`src/rtl/bch_poly_decoder.sv`:
```
// bch_poly_decoder: bit-serial decoder for codewords c(x) = m(x)*g(x).
// Divides the received word by g(x) to recover the message (quotient).
// A non-zero remainder starts a single-error search, a bit flip and a
// second division. Returns the message with syndrome and status flags.
//
// Optional feature macro: BCH_DEC_STATS_EN
//   defined   -> saturating 16-bit counters of corrected / uncorrectable
//                words, counted on each output handshake
//   undefined -> stat_corrected / stat_uncorrectable are tied to zero
//
// state  | meaning
// IDLE   | ready for a new codeword
// DIVIDE | shift one codeword bit per cycle through the remainder LFSR
// CHECK  | inspect remainder / illegal high bits after a division
// SEARCH | walk x^idx mod g looking for the syndrome of a single error
// DONE   | result held on the outputs until the consumer accepts it
module bch_poly_decoder #(
  parameter int MSG_W = 8,
  parameter int GEN_W = 6,
  parameter logic [GEN_W-1:0] GEN_POLY = 6'b100101,
  parameter int CW_BUS_W = 14
) (
  input  logic                clk,
  input  logic                rst,
  input  logic                in_valid,
  output logic                in_ready,
  input  logic [CW_BUS_W-1:0] in_codeword,
  output logic                out_valid,
  input  logic                out_ready,
  output logic [MSG_W-1:0]    out_msg,
  output logic [GEN_W-2:0]    out_syndrome,
  output logic                out_corrected,
  output logic [3:0]          out_err_pos,
  output logic                out_uncorrectable,
  output logic [15:0]         stat_corrected,
  output logic [15:0]         stat_uncorrectable
);

  localparam int R = GEN_W - 1;
  localparam int N = MSG_W + GEN_W - 1;
  localparam logic [3:0] LAST = 4'(N - 1);
  localparam logic [R-1:0] GEN_LOW = GEN_POLY[R-1:0];

  typedef enum logic [2:0] {IDLE, DIVIDE, CHECK, SEARCH, DONE} state_t;

  state_t state, state_next;

  logic [CW_BUS_W-1:0] cw_reg;
  logic [R-1:0]        rem;
  logic [R-1:0]        syn;
  logic [R-1:0]        s_reg;
  logic [MSG_W-1:0]    quo;
  logic [MSG_W-1:0]    quo_first;
  logic [3:0]          cnt;
  logic [3:0]          idx;
  logic [3:0]          err_pos;
  logic                second_pass;
  logic                corrected;
  logic                uncorr;

  logic                high_bit;
  logic                rem_zero;
  logic                match;
  logic [R-1:0]        rem_step;
  logic [R-1:0]        s_step;

  // Decode helpers: illegal high bits, LFSR division step, next x^i mod g
  always_comb begin
    high_bit = |(cw_reg >> N);
    rem_zero = (rem == '0);
    match    = (s_reg == rem);
    rem_step = {rem[R-2:0], cw_reg[cnt]} ^ (rem[R-1] ? GEN_LOW : '0);
    s_step   = {s_reg[R-2:0], 1'b0} ^ (s_reg[R-1] ? GEN_LOW : '0);
  end

  // State register
  always_ff @(posedge clk or posedge rst) begin
    if (rst) state <= IDLE;
    else     state <= state_next;
  end

  // Next-state logic
  always_comb begin
    state_next = state;
    unique case (state)
      IDLE:   if (in_valid) state_next = DIVIDE;
      DIVIDE: if (cnt == 4'd0) state_next = CHECK;
      CHECK: begin
        if (high_bit || rem_zero || second_pass) state_next = DONE;
        else                                     state_next = SEARCH;
      end
      SEARCH: begin
        if (match)             state_next = DIVIDE;
        else if (idx == LAST)  state_next = DONE;
      end
      DONE:   if (out_ready) state_next = IDLE;
      default: state_next = IDLE;
    endcase
  end

  // Datapath: codeword, division registers, search and result flags
  always_ff @(posedge clk or posedge rst) begin
    if (rst) begin
      cw_reg      <= '0;
      rem         <= '0;
      syn         <= '0;
      s_reg       <= '0;
      quo         <= '0;
      quo_first   <= '0;
      cnt         <= '0;
      idx         <= '0;
      err_pos     <= '0;
      second_pass <= 1'b0;
      corrected   <= 1'b0;
      uncorr      <= 1'b0;
    end else begin
      unique case (state)
        IDLE: begin
          if (in_valid) begin
            cw_reg      <= in_codeword;
            rem         <= '0;
            syn         <= '0;
            quo         <= '0;
            quo_first   <= '0;
            cnt         <= LAST;
            err_pos     <= '0;
            second_pass <= 1'b0;
            corrected   <= 1'b0;
            uncorr      <= 1'b0;
          end
        end
        DIVIDE: begin
          rem <= rem_step;
          quo <= {quo[MSG_W-2:0], rem[R-1]};
          if (cnt != 4'd0) cnt <= cnt - 4'd1;
        end
        CHECK: begin
          if (!second_pass) begin
            syn       <= rem;
            quo_first <= quo;
          end
          if (high_bit || (!rem_zero && second_pass)) begin
            uncorr <= 1'b1;
          end else if (!rem_zero) begin
            s_reg <= {{(R-1){1'b0}}, 1'b1};
            idx   <= '0;
          end
        end
        SEARCH: begin
          if (match) begin
            cw_reg[idx] <= ~cw_reg[idx];
            corrected   <= 1'b1;
            err_pos     <= idx;
            cnt         <= LAST;
            rem         <= '0;
            quo         <= '0;
            second_pass <= 1'b1;
          end else if (idx == LAST) begin
            uncorr <= 1'b1;
          end else begin
            s_reg <= s_step;
            idx   <= idx + 4'd1;
          end
        end
        DONE: begin
        end
        default: begin
        end
      endcase
    end
  end

  // An uncorrectable word reports the quotient of the received bits
  always_comb begin
    in_ready          = (state == IDLE);
    out_valid         = (state == DONE);
    out_msg           = uncorr ? quo_first : quo;
    out_syndrome      = syn;
    out_corrected     = corrected;
    out_err_pos       = err_pos;
    out_uncorrectable = uncorr;
  end

`ifdef BCH_DEC_STATS_EN
  logic handshake;
  assign handshake = (state == DONE) && out_ready;

  // Saturating word counters, cleared only by reset
  always_ff @(posedge clk or posedge rst) begin
    if (rst) begin
      stat_corrected     <= '0;
      stat_uncorrectable <= '0;
    end else if (handshake) begin
      if (corrected && stat_corrected != 16'hFFFF)
        stat_corrected <= stat_corrected + 16'd1;
      if (uncorr && stat_uncorrectable != 16'hFFFF)
        stat_uncorrectable <= stat_uncorrectable + 16'd1;
    end
  end
`else
  assign stat_corrected     = '0;
  assign stat_uncorrectable = '0;
`endif

endmodule

```
`config.mk`:
```
export PLATFORM = sky130hd
export DESIGN_NAME = bch_poly_decoder
export DESIGN_NICKNAME = d
export VERILOG_FILES = /design/src/rtl/bch_poly_decoder.sv
export SDC_FILE = /design/constraint.sdc
export NUM_CORES = 1
export LEC_CHECK = 0
export BUFFER_PORTS_ARGS = -buffer_cell sky130_fd_sc_hd__clkbuf_2
export CAP_MARGIN = 0
export CORE_AREA = 4 4 114 116
export CTS_CLUSTER_DIAMETER = 50
export CTS_CLUSTER_SIZE = 10
export DETAILED_ROUTE_END_ITERATION = 16
export DIE_AREA = 0 0 118 120
export PLACE_DENSITY = 0.56
export SYNTH_ARGS = -nofsm -noshare
export SYNTH_HDL_FRONTEND = slang
export SYNTH_SLANG_ARGS = --single-unit
```
`constraint.sdc`:
```
create_clock -name clk -period 6.1 [get_ports clk]
set_input_delay 1.22 -clock clk [delete_from_list [all_inputs] [get_ports clk]]
set_output_delay 1.22 -clock clk [all_outputs]
set_load 0.01 [all_outputs]
```
==> results of run 1 <==
## cells in the final DEF (no fill, tap or decap), types with 2 or more instances in the layout
cell        n
clkbuf_16   9
mux2_2     12
a22o_1     12
xnor2_1     4
and2_1      3
clkbuf_2   38
mux2i_1     7
ha_1        5
nor3b_1     2
conb_1     32
mux4_1      3
o21ai_0    29
dfrtp_1    62
nand3_1     6
nor3_2      2
inv_1       8
mux4_2      2
a31oi_1     2
nor2_1     22
a21oi_1    27
nand4_1     2
bufinv_16   2
nand2_1    51
clkinv_4    2
nor2b_1     4
a2bb2oi_1  12
xor2_1      5
## routing by layer
layer / part of all wire [%] / wire length (um)
met3: 6.2 / 493
met4: 1.5 / 120
met1: 48 / 3820
met2: 44 / 3470
met5: 0 / 0
## final timing paths
check / end / slack [ns] / depth (start not counted)
worst min register to register: quo_first[3] / 0.47 / 2
worst max-delay path: cw_reg[11] / 3.37 / 5
worst max register to register: cw_reg[11] / 3.37 / 5
max in group asynchronous: cw_reg[12] / 4.48 / 3
worst min-delay path: quo_first[3] / 0.47 / 2
min in group asynchronous: out_syndrome[4] / 1.10 / 3
## area by class of cell
class                      instances  area, um2
clock buffer                      10        239
tap                              147        184
inverter                           9       33.8
sequential                        62       1550
clock inverter                     6       93.8
fill                            1218       7890
multi-input combinational        269       1720
timing repair buffer              39        198
## kinds of logic after synthesis
logic type	after synthesis	share of synthesized area (%)
AO/OA/AOI/OAI	97	18.6
flip-flops	62	43.9
multiplexers	24	9.32
XOR/XNOR	9	2.23
AND/OR/NAND/NOR	102	13.4
adder cells (fa/ha/maj)	5	1.77
other	1	0.106
buffers and inverters	62	10.7
## power by group through the flow
stage	Clock, W	Combinational (W)	Sequential [W]
floorplan	0	0.000716	0.000639
global placement	0	0.000773	0.000730
detailed placement	0	0.000789	0.000735
CTS	0.000574	0.000793	0.000730
global route	0.000594	0.000888	0.000754
finish	0.000562	0.000788	0.000730
## stage by stage
| step | hold slack (ns) | instance area, um2 | setup WS [ns] | utilization (%) |
|---|---|---|---|---|
| 5_1_grt | 0.504 | 4020 | 3.16 | 33.7 |
| 3_5_place_dp | 0.468 | 3690 | 3.21 | 30.9 |
| 3_3_place_gp | 0.456 | 3690 | 3.31 | 30.9 |
| 6_report | 0.472 | 4020 | 3.37 | 33.7 |
| 4_1_cts | 0.481 | 4020 | 3.39 | 33.7 |
| 2_1_floorplan | 0.444 | 3650 | 3.34 | - |
## critical path, cell delays in order, from the launching register on
cell and delay, ns:
dfrtp_1 0.45, xor2_1 0.18, nor3_2 0.48, a31oi_4 0.42, a211oi_2 0.88, a2bb2oi_1 0.14
==> run summary, run 1 <==
Status -> complete, no violations
F_max -> 0.366 GHz
Max-slew violation count -> 0
Leading area contributor after synthesis -> dfrtp_1
Sink Count -> 62
Worst setup path category -> reg2reg
Area contributors post-synth -> dfrtp_1 (44%), buf_4 (7.0%), nand2_1 (5.4%), o21ai_0 (4.1%), a21oi_1 (3.8%)
Max_cap viols -> 0
CP startpoint kind -> flop
Number of flip-flops in the largest register -> 14
Final period utilization -> 44.7%
R2R Path Start -> rem[1]
Vias per cell -> 4.77
GRT Total Usage -> 11.4%
Worst path required time -> 6.26 ns
First-pass GRT wire length -> 13,200 um
I/O Pins -> 71
Die Wd -> 118 um
Min-delay src -> quo_first[3]
Internal -> 0.00127 W
Power per cell area -> 518 nW/um2
WL/cell -> 14.6 um
IO Port Bufs -> 38
# rows -> 40
GR met2 Demand/Resource -> 16.6%
Post-synthesis instance area -> 3530 um2
Asr flop ratio synth -> 100%
# DRC -> 0
Clk slew on worst S/H paths -> 0.06 ns
Min cycle time layout -> 2.73 ns
DRT antenna net count -> 0
Post-synth top cells -> dfrtp_1 (62), nand2_1 (51), buf_4 (33)
Switching pwr -> 0.000814 W
WL final -> 7900 um
CTS Buf Count -> 9
GRT overflow -> 0
Peak VDD IR -> 0.000200 V
TritonCTS clock tree -> built
Die area -> 14,200 um2
Setup Viol. Count Final -> 0
Die Y -> 120 um
Logic gate share of total power -> 37.9%
Initial Utilization -> 29.7%
Area Overhead vs Synth -> 13.8%
Met1 Use GR -> 16.0%
HPWL after DPL -> 5590 um
HP Class -> reg2reg
Number of hold-repair buffers added at the cts stage -> 0
Synthesis Warnings -> 0
Fraction of power consumed by sequential logic -> 35.1%
Met3 Use GR -> 4.01%
Ys flop type -> dfrtp_1
Core Region -> 11,900 um2
Sequential fraction of the synthesis area -> 43.9%
Critical Path Start -> rem[1]
Largest net degree at the start of global routing -> 63
Nets -> 413
Layout Cells excl Fill -> 542
Setup TNS -> 0 ns
RSZ-0062 raised after global routing -> false
H-Tree Depth -> 3
GPL Wtd Cong -> 0.807
Count leader, synth -> dfrtp_1
Max clock buf depth -> 2
Routed vias -> 2,587
Flop and latch count out of synthesis -> 62
CP Max Fanout -> 25
Clk_lat worst skew -> 0.33 ns
# resized after CTS -> 0
Initial antenna violation count -> 0
Leak -> 1.86 nW
Pre-Repair DR Iteration Count -> 4
Clock power frac -> 27.0%
Clk_skew -> 0.00795 ns
Share of cells above drive strength 1 -> 20.5%
Design Power -> 0.00208 W
Normalized max-slew margin -> 31.5%
Share of the synthesized area in the top cell type -> 43.9%
Syn Inst Count -> 362
Root buf cell -> clkbuf_16
Placed Cells -> 526
Unique masters post-synth -> 52
Switching Share -> 39.1%
Ant diodes -> 0
Vias in the first global route -> 2,479
Post-CTS setup buffer count -> 0
GRT Max-Usage Layer -> met2
Post-synth EDFFs -> 0
Worst slew pin tran -> 1.02 ns
WP data arrival -> 2.89 ns
Starting DRT DRC Count -> 108
Final hold vios -> 0
Syn_area_per_cell -> 9.76 um2
Crit end category -> flop
No activity file was read; power rests on OpenSTA's default activity.
==> run 2, diff against run 1 <==
clock period = 2.58 ns   (was 6.1 ns; I/O delays follow)
==> run 2 against run 1 <==
Effect of this change:
- clock power rose by 130%
- combinational power grew 150%
- power rose by 140%
- clock-buffer cell count is 1 higher
- critical endpoint is now s_reg[2]
- largest power group unchanged
- highest routed layer unchanged
==> run summary, run 2 (same netlist as run 1, synthesis figures left out) <==
Slowest-stage cell, CP -> dfrtp_1 (was a211oi_2)
# resized after CTS -> 0 (unchanged)
Initial antenna violation count -> 0 (unchanged)
CP Max Fanout -> 9 (was 25)
Most frequent cells in the layout -> dfrtp_1 (62), nand2_1 (51), clkbuf_2 (38), conb_1 (32), o21ai_0 (29) (unchanged)
Ant diodes -> 0 (unchanged)
Number of hold-repair buffers added at the cts stage -> 0 (unchanged)
Worst slew pin tran -> 0.723 ns (was 1.02 ns)
I/O Pins -> 71 (unchanged)
WL final -> 8050 um (was 7900 um)
Number of flip-flops in the largest register -> 14 (unchanged)
Largest net degree at the start of global routing -> 63 (unchanged)
Share of cells above drive strength 1 -> 21.4% (was 20.5%)
CP startpoint kind -> flop (unchanged)
Storage element area -> 1550 um2 (unchanged)
Fillers -> 1,241 (was 1,218)
HP Class -> in2async (was reg2reg)
HPWL after DPL -> 5740 um (was 5590 um)
Power per cell area -> 1220 nW/um2 (was 518 nW/um2)
Worst setup path category -> reg2reg (unchanged)
Status -> complete, no violations (unchanged)
Leak -> 1.89 nW (was 1.86 nW)
Min cycle time layout -> 2.12 ns (was 2.73 ns)
# rows -> 40 (unchanged)
Max stage delay on crit path -> 0.51 ns (was 0.88 ns)
Max clock buf depth -> 2 (unchanged)
Starting DRT DRC Count -> 136 (was 108)
Crit-path cells -> inv_1 > ha_1 > nand3_1 > and2_1 > a21boi_2 > and2b_2 > mux2_2 (was xor2_1 > nor3_2 > a31oi_4 > a211oi_2 > a2bb2oi_1)
Top cell family by delay on the critical path -> simple AND/OR/NAND/NOR gates (was compound AO/OA/AOI/OAI gates)
Commonest non-fill, non-tap cell in the layout -> dfrtp_1 (unchanged)
GRT overflow -> 0 (unchanged)
GPL Wtd Cong -> 0.806 (was 0.807)
Max_cap viols -> 0 (unchanged)
Core Region -> 11,900 um2 (unchanged)
Clk_lat worst skew -> 0.32 ns (was 0.33 ns)
Nets -> 419 (was 413)
Clk_skew -> 0.00811 ns (was 0.00795 ns)
Final hold vios -> 0 (unchanged)
Setup Viol. Count Final -> 0 (unchanged)
WL/cell -> 14.7 um (was 14.6 um)
Sink Count -> 62 (unchanged)
Worst R2R End -> s_reg[2] (was cw_reg[11])
Die area -> 14,200 um2 (unchanged)
Dpl cell area -> 3740 um2 (was 3690 um2)
Flop-to-flop setup slack -> 0.46 ns (was 3.37 ns)
Area Overhead vs Synth -> 15.2% (was 13.8%)
Post-CTS setup buffer count -> 0 (unchanged)
DRT antenna net count -> 0 (unchanged)
Pre-Repair DR Iteration Count -> 4 (unchanged)
Vias per cell -> 4.75 (was 4.77)
First-pass GRT wire length -> 12,800 um (was 13,200 um)
Setup TNS -> 0 ns (unchanged)
R2R Path Start -> idx[0] (was rem[1])
Max-slew violation count -> 0 (unchanged)
Clk slew on worst S/H paths -> 0.05 ns (was 0.06 ns)
Root buf cell -> clkbuf_16 (unchanged)
Final Instance Area -> 4070 um2 (was 4020 um2)
WP data arrival -> 2.33 ns (was 2.89 ns)
Die Wd -> 118 um (unchanged)
Area of the multi-input gates -> 1720 um2 (unchanged)
IO Port Bufs -> 38 (unchanged)
F_max -> 0.471 GHz (was 0.366 GHz)
Crit end category -> flop (unchanged)
Peak VDD IR -> 0.000414 V (was 0.000200 V)
CTS Buf Count -> 9 (unchanged)
TritonCTS clock tree -> built (unchanged)
Final period utilization -> 82.3% (was 44.7%)
Worst path required time -> 2.78 ns (was 6.26 ns)
Buf+Inv Stages, Crit Path -> 1 (was 0)
Worst R2R Path Depth -> 7 (was 5)
Vias in the first global route -> 2,500 (was 2,479)
Normalized max-slew margin -> 51.8% (was 31.5%)
# DRC -> 0 (unchanged)
Routed vias -> 2,605 (was 2,587)
Initial Utilization -> 29.7% (unchanged)
Die Y -> 120 um (unchanged)
H-Tree Depth -> 3 (unchanged)
RSZ-0062 raised after global routing -> false (unchanged)
GRT Total Usage -> 11.2% (was 11.4%)
-- run 2: how the worst max path moves through the flow --
stage / slack, ns / start / depth (start not counted) / to
3_5_place_dp: 0.47 / idx[0] / 7 / s_reg[2]
4_1_cts: 0.46 / idx[0] / 7 / s_reg[2]
2_1_floorplan: 0.52 / rst / 1 / cnt[0]
5_1_grt: 0.33 / idx[0] / 7 / s_reg[2]
3_3_place_gp: 0.55 / idx[0] / 6 / cw_reg[10]
6_report: 0.46 / idx[0] / 7 / s_reg[2]
-- run 2: layout make-up --
cell class / count / share of cell area, %
clock inverters: 5 / 2.03
multi-input cells: 269 / 42.3
clock buffers: 11 / 5.97
well taps: 147 / 4.52
repair buffers: 45 / 6.27
flip-flops and latches: 62 / 38.1
inverters: 9 / 0.830
-- run 2: metrics by stage --
stage               total power, W  utilization [%]  hold slack, ns  worst slack [ns]  instances
floorplan                  0.00320                -           0.444             0.523        393
global placement           0.00365             31.4           0.457             0.552        532
detailed placement         0.00369             31.4           0.465             0.473        532
CTS                        0.00502             34.2           0.249             0.465        548
global route               0.00531             34.2           0.255             0.333        548
finish                     0.00498             34.2           0.244             0.456        548
-- run 2: per-layer routing --
metal	vias up	track usage [%]	wire length, um
met5	-	0	0
met4	0	2.86	67
met2	60	17.3	3650
met3	7	3.02	376
met1	1256	15.6	3950
li1	1282	-	-
-- run 2: report_power, final --
group	internal [W]	switching (W)	total, W
clock network	0.000873	0.000428	0.00130
logic	0.000900	0.00105	0.00195
registers	0.00127	0.000452	0.00173
total	0.00305	0.00193	0.00498
-- run 2: worst min-delay path: cells and delay by family --
kind	cells	cell delay, ns
buffers and inverters	3	0.45
==> run 3, diff against run 2 <==
clock period = 2.14 ns   (was 2.58 ns; I/O delays follow)
==> run 3 against run 2 <==
Effect of this change:
- final cell count up 2.9%
- combinational power up 35%
- sequential power up 17%
- via count up 3.6%
- first-iteration DRC count down 2.2%
- worst setup slack worse by 0.31 ns
- sequential share of layout area down 0.94 points
- worst hold slack worse by 0.10 ns
- critical path depth down 2
- critical path type unchanged
- critical endpoint unchanged
- largest cell class unchanged
- largest power group unchanged
==> run summary, run 3 (same netlist as run 1, synthesis figures left out) <==
Routed vias -> 2,700 (was 2,605)
Initial antenna violation count -> 0 (unchanged)
Switching Share -> 39.4% (was 38.8%)
Leak -> 1.96 nW (was 1.89 nW)
CP Max Fanout -> 5 (was 9)
Worst R2R Path Depth -> 5 (was 7)
Commonest non-fill, non-tap cell in the layout -> dfrtp_1 (unchanged)
TritonCTS clock tree -> built (unchanged)
Final Instance Area -> 4170 um2 (was 4070 um2)
Core Region -> 11,900 um2 (unchanged)
Power per cell area -> 1470 nW/um2 (was 1220 nW/um2)
Vias per cell -> 4.79 (was 4.75)
Final hold vios -> 0 (unchanged)
Root buf cell -> clkbuf_16 (unchanged)
WL/cell -> 15.0 um (was 14.7 um)
CTS Buf Count -> 9 (unchanged)
Clk slew on worst S/H paths -> 0.06 ns (was 0.05 ns)
Clk_skew -> 0.00761 ns (was 0.00811 ns)
# DRC -> 0 (unchanged)
Logic gate share of total power -> 43.1% (was 39.2%)
Fraction of power consumed by sequential logic -> 32.9% (was 34.6%)
Setup Viol. Count Final -> 0 (unchanged)
Final period utilization -> 93.3% (was 82.3%)
Sink Count -> 62 (unchanged)
I/O Pins -> 71 (unchanged)
Initial Utilization -> 29.7% (unchanged)
Worst slew pin tran -> 0.664 ns (was 0.723 ns)
Die area -> 14,200 um2 (unchanged)
Max-slew violation count -> 0 (unchanged)
RSZ-0062 raised after global routing -> false (unchanged)
Min cycle time layout -> 2.00 ns (was 2.12 ns)
Clock power frac -> 24.0% (was 26.1%)
Most frequent cells in the layout -> dfrtp_1 (62), nand2_1 (51), clkbuf_2 (38), conb_1 (32), o21ai_0 (29) (unchanged)
First-pass GRT wire length -> 14,000 um (was 12,800 um)
Max_cap viols -> 0 (unchanged)
Number of flip-flops in the largest register -> 14 (unchanged)
Worst path required time -> 2.36 ns (was 2.78 ns)
Normalized max-slew margin -> 55.6% (was 51.8%)
GRT Total Usage -> 12.4% (was 11.2%)
HP Class -> in2async (unchanged)
Nets -> 435 (was 419)
Max clock buf depth -> 2 (unchanged)
IO Port Bufs -> 38 (unchanged)
Pre-Repair DR Iteration Count -> 5 (was 4)
WL final -> 8480 um (was 8050 um)
Worst setup path category -> reg2reg (unchanged)
Status -> complete, no violations (unchanged)
CP startpoint kind -> flop (unchanged)
# rows -> 40 (unchanged)
Die Wd -> 118 um (unchanged)
WP data arrival -> 2.21 ns (was 2.33 ns)
Switching pwr -> 0.00242 W (was 0.00193 W)
GPL Wtd Cong -> 0.819 (was 0.806)
Starting DRT DRC Count -> 133 (was 136)
Clk_lat worst skew -> 0.34 ns (was 0.32 ns)
Area Overhead vs Synth -> 18.1% (was 15.2%)
Crit end category -> flop (unchanged)
DRT antenna net count -> 0 (unchanged)
H-Tree Depth -> 3 (unchanged)
HPWL after DPL -> 6060 um (was 5740 um)
Dpl cell area -> 3860 um2 (was 3740 um2)
Internal -> 0.00371 W (was 0.00305 W)
Worst R2R End -> s_reg[2] (unchanged)
Peak VDD IR -> 0.000572 V (was 0.000414 V)
Number of hold-repair buffers added at the cts stage -> 0 (unchanged)
Ant diodes -> 0 (unchanged)
GRT overflow -> 0 (unchanged)
Die Y -> 120 um (unchanged)
Largest net degree at the start of global routing -> 63 (unchanged)
F_max -> 0.501 GHz (was 0.471 GHz)
Flop-to-flop setup slack -> 0.14 ns (was 0.46 ns)
Setup TNS -> 0 ns (unchanged)
R2R Path Start -> rem[0] (was idx[0])
Share of cells above drive strength 1 -> 24.7% (was 21.4%)
Vias in the first global route -> 2,656 (was 2,500)
==> run 3: layout make-up <==
| type | count | area (um2) |
|---|---|---|
| Fill cell | 1237 | 7740 |
| Multi-Input combinational cell | 269 | 1730 |
| Sequential cell | 62 | 1550 |
| Timing Repair Buffer | 61 | 375 |
| Clock buffer | 10 | 239 |
| Tap cell | 147 | 184 |
| Clock inverter | 6 | 61.3 |
| Inverter | 9 | 33.8 |
==> run 3: power by group through the flow <==
stage / clock network (W) / logic [W] / registers [W]
2_1_floorplan: 0 / 0.00204 / 0.00182
4_1_cts: 0.00150 / 0.00266 / 0.00202
5_1_grt: 0.00156 / 0.00291 / 0.00208
3_5_place_dp: 0 / 0.00264 / 0.00203
3_3_place_gp: 0 / 0.00261 / 0.00202
6_report: 0.00147 / 0.00264 / 0.00202
==> run 3: critical path, stage by stage, from the launching register on <==
cell     delay (ns)
dfrtp_1        0.44
or4_1          0.56
o21ai_1        0.20
or2_2          0.15
and2b_2        0.19
mux2_2         0.33
==> run 3: worst max path at each step <==
stage	start	to	slack, ns	cells past startpoint
2_1_floorplan	rst	cnt[0]	0.17	1
3_3_place_gp	idx[0]	cw_reg[10]	0.05	5
3_5_place_dp	idx[0]	cw_reg[10]	-0.004	5
4_1_cts	idx[0]	cw_reg[10]	0.14	5
5_1_grt	idx[0]	cw_reg[4]	0.02	5
6_report	rem[0]	s_reg[2]	0.14	5
==> run 3: repair_timing <==
| action | in CTS | in global routing |
|---|---|---|
| pin swaps | 0 | 1 |
| setup buffers | 0 | 0 |
| endpoints found under the setup margin | 12 | 1 |
| resized for setup | 1 | 0 |
| gates cloned | 0 | 0 |
==> run 3: layer usage <==
metal  share of wire, %  up-vias  GRT usage (%)
met2                 45       72           18.9
met5                  0        -              0
met3                5.3       12           3.82
li1                   -     1311              -
met4                1.4        0           3.96
met1                 48     1305           16.8
==> run 3: per-stage QoR <==
step	total power, W	cells	utilization, %	worst slack (ns)	hold WS, ns
after floorplan	0.00386	393	-	0.171	0.444
final	0.00613	564	35.0	0.144	0.143
after global placement	0.00462	548	32.4	0.0496	0.456
after global routing	0.00655	564	35.0	0.0171	0.170
after detailed placement	0.00467	548	32.4	-0.00442	0.465
after CTS	0.00618	564	35.0	0.136	0.155
